===== src/rtl/namco_ctl_latch.sv =====
// Addressable control latch bank shared by main/sub 6809s, VBLANK IRQ flags, optional frame watchdog (WATCHDOG_EN).
// Latency: latch write 1 MCLK; VBLANK edge to IRQ 3 MCLK; watchdog pulse 1 MCLK after the limit edge, 16 MCLK wide.
// Backpressure: none; writes are fire-and-forget, qualified by CPU_CEN, and are never stalled.
module namco_ctl_latch #(
  parameter int                  LATCH_AW    = 3,
  parameter int                  NUM_LATCH   = 2**LATCH_AW,
  parameter logic [15:0]         M_BASE      = 16'h5000,
  parameter logic [15:0]         S_BASE      = 16'h2000,
  parameter logic [NUM_LATCH-1:0] S_WR_MASK  = NUM_LATCH'(8'b0010_1001),
  parameter int                  IDX_SIRQ    = 0,
  parameter int                  IDX_MIRQ    = 1,
  parameter int                  IDX_SND     = 3,
  parameter int                  IDX_IORST   = 4,
  parameter int                  IDX_SRST    = 5,
  parameter int                  WDOG_FRAMES = 8,
  parameter logic [15:0]         WDOG_BASE   = 16'h8000
) (
  input  logic                 MCLK,
  input  logic                 RESET,
  input  logic                 CPU_CEN,
  input  logic [15:0]          M_ADRS,
  input  logic                 M_VMA,
  input  logic                 M_WE,
  input  logic [15:0]          S_ADRS,
  input  logic                 S_VMA,
  input  logic                 S_WE,
  input  logic                 VBLANK,
  output logic [NUM_LATCH-1:0] LATCH,
  output logic                 M_IRQ,
  output logic                 S_IRQ,
  output logic                 SND_EN,
  output logic                 IO_RESET,
  output logic                 S_RESET,
  output logic                 WD_RESET
);

  logic [NUM_LATCH-1:0] latch_q;
  logic [NUM_LATCH-1:0] latch_nxt;
  logic [LATCH_AW-1:0]  m_idx;
  logic [LATCH_AW-1:0]  s_idx;
  logic                 m_hit;
  logic                 s_hit;
  logic [2:0]           vb_sr;
  logic                 vb_rise;
  logic                 m_pend;
  logic                 s_pend;
  logic                 wd_active;

  // Address decode: window match on the upper bits, index in the middle, data in bit 0.
  assign m_idx = M_ADRS[LATCH_AW:1];
  assign s_idx = S_ADRS[LATCH_AW:1];
  assign m_hit = CPU_CEN & M_VMA & M_WE & (M_ADRS[15:LATCH_AW+1] == M_BASE[15:LATCH_AW+1]);
  assign s_hit = CPU_CEN & S_VMA & S_WE & (S_ADRS[15:LATCH_AW+1] == S_BASE[15:LATCH_AW+1])
               & S_WR_MASK[s_idx];

  // Next latch value: sub is applied last so it wins a same-index collision; watchdog wipes all.
  always_comb begin
    latch_nxt = latch_q;
    if (m_hit) latch_nxt[m_idx] = M_ADRS[0];
    if (s_hit) latch_nxt[s_idx] = S_ADRS[0];
    if (wd_active) latch_nxt = '0;
  end

  // Latch bank register.
  always_ff @(posedge MCLK or posedge RESET) begin
    if (RESET) latch_q <= '0;
    else       latch_q <= latch_nxt;
  end

  // VBLANK two-flop synchroniser plus one delay stage for rising-edge detection.
  always_ff @(posedge MCLK or posedge RESET) begin
    if (RESET) vb_sr <= 3'b000;
    else       vb_sr <= {vb_sr[1:0], VBLANK};
  end

  assign vb_rise = vb_sr[1] & ~vb_sr[2];

  // Pending flags: a disabled enable (acknowledge) dominates a coincident edge.
  always_ff @(posedge MCLK or posedge RESET) begin
    if (RESET) begin
      m_pend <= 1'b0;
      s_pend <= 1'b0;
    end else if (wd_active) begin
      m_pend <= 1'b0;
      s_pend <= 1'b0;
    end else begin
      m_pend <= latch_q[IDX_MIRQ] & (m_pend | vb_rise);
      s_pend <= latch_q[IDX_SIRQ] & (s_pend | vb_rise);
    end
  end

`ifdef WATCHDOG_EN
  localparam int WDW = $clog2(WDOG_FRAMES + 1);

  logic [WDW-1:0] wd_cnt;
  logic [4:0]     wd_tmr;
  logic           wd_kick;
  logic           wd_limit;

  assign wd_kick   = CPU_CEN & M_VMA & M_WE & (M_ADRS[15:11] == WDOG_BASE[15:11]);
  assign wd_limit  = (wd_cnt == WDOG_FRAMES[WDW-1:0]);
  assign wd_active = (wd_tmr != 5'd0);

  // Frame counter and 16-cycle reset pulse; the counter is held clear while the pulse runs.
  always_ff @(posedge MCLK or posedge RESET) begin
    if (RESET) begin
      wd_cnt <= '0;
      wd_tmr <= 5'd0;
    end else if (wd_active) begin
      wd_cnt <= '0;
      wd_tmr <= wd_tmr - 5'd1;
    end else begin
      if (wd_limit) wd_tmr <= 5'd16;
      if (wd_kick)                   wd_cnt <= '0;
      else if (vb_rise && !wd_limit) wd_cnt <= wd_cnt + WDW'(1);
    end
  end

  assign WD_RESET = wd_active;
`else
  logic unused_wdog;

  assign unused_wdog = ^{WDOG_BASE, WDOG_FRAMES};
  assign wd_active   = 1'b0;
  assign WD_RESET    = 1'b0;
`endif

  assign LATCH    = latch_q;
  assign M_IRQ    = m_pend;
  assign S_IRQ    = s_pend;
  assign SND_EN   = latch_q[IDX_SND];
  assign IO_RESET = ~latch_q[IDX_IORST];
  assign S_RESET  = ~latch_q[IDX_SRST];

endmodule


===== config.mk =====
export PLATFORM = sky130hd
export DESIGN_NAME = namco_ctl_latch
export DESIGN_NICKNAME = d
export VERILOG_FILES = /design/src/rtl/namco_ctl_latch.sv
export SDC_FILE = /design/constraint.sdc
export NUM_CORES = 1
export LEC_CHECK = 0
export BUFFER_PORTS_ARGS = -buffer_cell sky130_fd_sc_hd__clkbuf_2
export CELL_PAD_IN_SITES_DETAIL_PLACEMENT = 1
export CELL_PAD_IN_SITES_GLOBAL_PLACEMENT = 1
export CORE_MARGIN = 4
export CORE_UTILIZATION = 28
export DETAILED_ROUTE_END_ITERATION = 6
export GPL_TIMING_DRIVEN = 0
export MAX_ROUTING_LAYER = met4
export PLACE_DENSITY = 0.83
export SLEW_MARGIN = 25
export SYNTH_ARGS = -nofsm -noshare
export SYNTH_HDL_FRONTEND = slang
export SYNTH_SLANG_ARGS = --single-unit

===== constraint.sdc =====
create_clock -name MCLK -period 1.3 [get_ports MCLK]
set_input_delay 0.13 -clock MCLK [delete_from_list [all_inputs] [get_ports MCLK]]
set_output_delay 0.13 -clock MCLK [all_outputs]
set_load 0.03 [all_outputs]

== After elaboration in Yosys (flattened, before gate mapping) ==
Memory sizes are Yosys's and may differ from the RTL's.
Cells that the tools add are included.
Storage, ports and cells
  input port bits: 40
  word-level logic and storage cells: 37
  memory bits (read-only): 8
  memories: 1
  register bits: 13
  output and inout bits: 14
Memories
  (name not given): depth 8, width 1, read ports 1, clocked after Yosys merged registers in 0, wr ports 0, line 54  | & S_WR_MASK[s_idx];
Cells by class
  order comparisons: 4
  bitwise gates (word level): 15
  reductions and logical operators: 2
  eq/ne operators: 2
  mux-type cells: 9
Operator list (number)
  $bwmux 8: 2
  $mux 8: 2
  $eq 12x10->1 const B: 1
  $eq 12x11->1 const B: 1
  $and 1x1->1: 10
  $lt 3x4->1 const B: 2
  $demux 1 s3: 2
  $ge 3x1->1 const B: 2
  $mux 1: 3
  $not 1->1: 3
  $logic_and 1x1->1: 2
  $or 1x1->1: 2

== Logic depth before layout (Yosys ltp) ==
  depth in word-level cells: 8
  depth in mapped cells: 6
  depth with buffers taken out: 6

== Worst setup path after synthesis ==
OpenSTA, ideal clock, no wires.
  path type: input -> register
  from: input port M_ADRS[4]
  to: register latch_q[6], in the netlist LATCH[6]
  required time: 1173 ps
  cell stages on the path: 4
  arrival time: 1805 ps
  setup time: 127 ps
  path slack: -633 ps
  path buffers: 0
  cell sequence: or4b_4 nor4_4 mux2_2 mux2_1
Between the ends
  cells in the longest elaborated chain, start to end: 5
RTL lines
  start, declared: line 21  | input logic [15:0] M_ADRS,
  $eq 12x11->1 *: line 52  | assign m_hit = CPU_CEN & M_VMA & M_WE & (M_ADRS[15:LATCH_AW+1] == M_BASE[15:LATCH_AW+1]);
  $and 1x1->1 *: line 52
  $mux 8 *: line 59  | if (m_hit) latch_nxt[m_idx] = M_ADRS[0];
  $bwmux 8: line 60  | if (s_hit) latch_nxt[s_idx] = S_ADRS[0];
  $mux 8 *: line 60
  named net latch_nxt[6]: line 38  | logic [NUM_LATCH-1:0] latch_nxt;
  end signal, assigned: line 67  | else latch_q <= latch_nxt;
  end, declared: line 37  | logic [NUM_LATCH-1:0] latch_q;
The timed path passes the listed nets; every way through them passes the cells marked *.

== Worst setup path in the final report ==
  from: input port M_ADRS[13]
  to: register latch_q[7], in the netlist LATCH[7]
The elaborated chain is that of the path after synthesis.

==> impl_results.md <==
* Fin Hold WS at 0.255 ns
* CTS max path bufs at 2
* Htree depth at 1
* Clock sink count at 13
* I/O pin cnt at 54
* # fillers at 364
* Flops & latches, synth at 13
* Cell area after placement at 1210 um^2
* Worst vdd ir at 0.000204 V
* Worst setup SP type: input pin
* Area of the multi-input gates at 612 um^2
* Final Cycle Share at 1.24
* Layout Area Growth over Synthesis at 52.1%
* CTS tree: done
* Crit path buf inv count at 2
* Initial DRT Pass Iterations at 4
* Nets at 183
* Library cells used by synthesis at 24
* Leak at 0.723 nW
* Crit path time final at 1.62 ns
* Sequential cell area at 325 um^2
* Setup Viol. Count Final at 8
* Largest stage delay, worst path at 0.53 ns
* Core Box Area at 3050 um^2
* PwrDens at 585 nW/um^2
* Reg2reg start: LATCH[2]$_DFF_PP0_
* Slew Limit Fails at 0
* Clock Latency Late Sink at 0.27 ns
* 1st-iter DRT viols at 16
* First-pass GRT wire length at 4460 um
* Vias per cell at 4.71
* Avg Cell Area, Syn at 11.4 um^2
* Crit-path max FO at 8
* CP Data Required Time at 1.46 ns
* Final ANT Viol Nets at 0
* Share of layout cells above drive strength 1 at 0.631
* CP endpoint kind: flip-flop
* Input/output buffers at 52
* Rows at 20
* Vias in the first global route at 966
* Clock transition at path regs at 0.07 ns
* Flop2flop setup slack at -0.04 ns
* Cell Chain, Critical Path: clkbuf_2 -> or4_4 -> nor4_4 -> buf_6 -> mux2_4 -> mux2_4
* Clock Root Buffer: clkbuf_4
* Sequential area share after synthesis at 0.362
* GR Overflow Total at 0
* Syn Std Cell Area at 898 um^2
* Post-synth net total at 120
* Min-Delay Path Class: in2reg
* Initial antenna violation count at 0
* Total number of vias at 871
* Chip width at 64.6 um
* Hold Startpoint: S_ADRS[2]
* Area leader, netlist: dfrtp_1
* DR WL/cell at 15.6 um
* Largest net degree at the start of global routing at 14
* Ant diodes at 0
* DIE AREA at 4180 um^2
* DP Worst Slack at -0.875 ns
* Crit-path slowest cell: or4_4
* Fmax at 619 MHz
* Main area contributors after synthesis: dfrtp_1, mux2_2, nand3_1, nor4_4, mux2i_1
* Setup TNS at -2.28 ns
* Post-Route WL at 2900 um
* Max-capacitance violation count at 0
* Reg2Reg Depth at 3
* Post-layout util at 0.448
* Worst r2r dst: LATCH[2]$_DFF_PP0_
* GRT Total Usage at 0.141
* CP delay by family, top: simple AND/OR/NAND/NOR gates
* Critical path type: in2reg
* Cells on Worst Hold Path at 3
* Final hold viol count at 0
* Critical Path Most Common Cell: mux2_4
* Failing checks: negative setup slack
* GP Congestion at 0.785
* Post-Syn Instances at 79
* Hold Path End: LATCH[7]$_DFF_PP0_
* Status: finished, violations left
* Top cell type's share of synthesized area at 0.362
* Crit path from: M_ADRS[13]
* TritonCTS Buffers at 3
* Residual DRC count at 0
* RSZ-0062 raised after global routing: yes
* Die Y at 64.6 um
* Min setup slack post-route at -0.316 ns
* Post-DP HPWL at 2210 um
* Final instance area at 1370 um^2
* Initial core utilization at 0.294
* Worst Path Arrival at 1.78 ns
* YS warnings at 0
* Clk_skew at 0.000366 ns
-- through the flow --
stage                     std cells  power, mW
after global routing            185      0.855
after CTS                       185      0.810
final                           185      0.800
after floorplan                  79      0.472
after detailed placement        175      0.555
after global placement          175      0.544
-- sequential cells by signal, summed over array words and instances, names as in the netlist --
register	flops
S_IRQ	1
M_IRQ	1
vb_sr	3
LATCH	8
-- synth_stat cells --
cell type and n:
o21a_1 2, and3b_1 1, conb_1 1, nand4b_1 1, mux2i_1 4, mux2_2 18, nor2b_1 1, or3b_2 1
nand2_1 1, nand3_1 9, nand4bb_1 1, nor4_4 2, nor3b_1 4, dfrtp_1 13, or4_1 3, and3_1 1
buf_4 2, nor2_1 1, nand3b_1 4, inv_1 4, mux2_1 2, or4b_4 1, nor3_1 1, ha_1 1
-- worst max-delay path by stage --
stage | endpoint | slack [ns] | depth (start not counted)
2_1_floorplan | LATCH[6]$_DFF_PP0_ | -0.63 | 4
3_3_place_gp | LATCH[3]$_DFF_PP0_ | -0.82 | 5
3_5_place_dp | LATCH[3]$_DFF_PP0_ | -0.88 | 5
4_1_cts | LATCH[0]$_DFF_PP0_ | -0.29 | 6
5_1_grt | LATCH[0]$_DFF_PP0_ | -0.36 | 6
6_report | LATCH[7]$_DFF_PP0_ | -0.32 | 6
-- final cells by class --
class                   instances  share of cell area
plain buffers                   2              0.0110
multi-input cells              60               0.448
flip-flops and latches         13               0.238
inverters                       4              0.0110
repair buffers                 58               0.233
clock buffers                   4              0.0192
well taps                      44              0.0403
-- layout by cell type (no fill, tap or decap) --
cell type	synthesis	final
clkbuf_2	0	52
mux2_4	0	14
dfrtp_1	13	13
nand3_1	9	8
mux2_2	18	6
inv_1	4	4
nand3b_1	4	4
mux2i_1	4	4
nor3b_1	4	4
buf_4	2	4
or4_4	0	3
clkbuf_4	0	3
nor4_4	2	2
o21a_1	2	2
dlygate4sd3_1	0	2
buf_6	0	2
nand4bb_1	1	1
or4b_4	1	1
nand2_1	1	1
nor2_1	1	1
nand4b_1	1	1
or3b_2	1	1
and3_1	1	1
nand3_2	0	1
and3b_1	1	1
nor3_1	1	1
nor2b_1	1	1
ha_1	1	1
conb_1	1	1
clkbuf_1	0	1
-- cells by family (layout without fill, tap and decap cells) --
| logic type | Yosys count | in the layout | synth area share |
|---|---|---|---|
| buffers and inverters | 6 | 68 | 0.0334 |
| muxes | 24 | 24 | 0.295 |
| AOI/OAI and AO/OA | 2 | 2 | 0.0167 |
| DFF | 13 | 13 | 0.362 |
| and+or+nand+nor | 32 | 32 | 0.274 |
| adders and majority gates | 1 | 1 | 0.0139 |
| other | 1 | 1 | 0.00417 |
-- worst register-to-register path, cell delays in order, from the launching register on --
cell,delay (ns)
dfrtp_1,0.42
mux2_2,0.29
mux2_4,0.27
mux2_4,0.25
-- what timing repair did --
item | CTS | global route
hold buffers | 2 | 0
endpoints found under the setup margin | 8 | 8
gates cloned | 0 | 0
setup buffers | 4 | 1
hold endpoints to repair | 14 | 0
pin swaps | 3 | 1
gates resized for setup | 15 | 6
-- per-layer routing --
| layer | GRT usage | vias up | routed length (um) |
|---|---|---|---|
| met5 | - | - | 0 |
| met2 | 0.264 | 18 | 1720 |
| met4 | 0.0633 | 0 | 36 |
| li1 | - | 420 | - |
| met1 | 0.146 | 429 | 1060 |
| met3 | 0.0191 | 4 | 77 |
-- power by group --
group,total (mW),switching (mW),internal [mW]
clock,0.243,0.124,0.119
combinational,0.147,0.0699,0.0768
sequential,0.410,0.00150,0.409
total,0.800,0.195,0.604
Power figures use the tool's default switching activity.
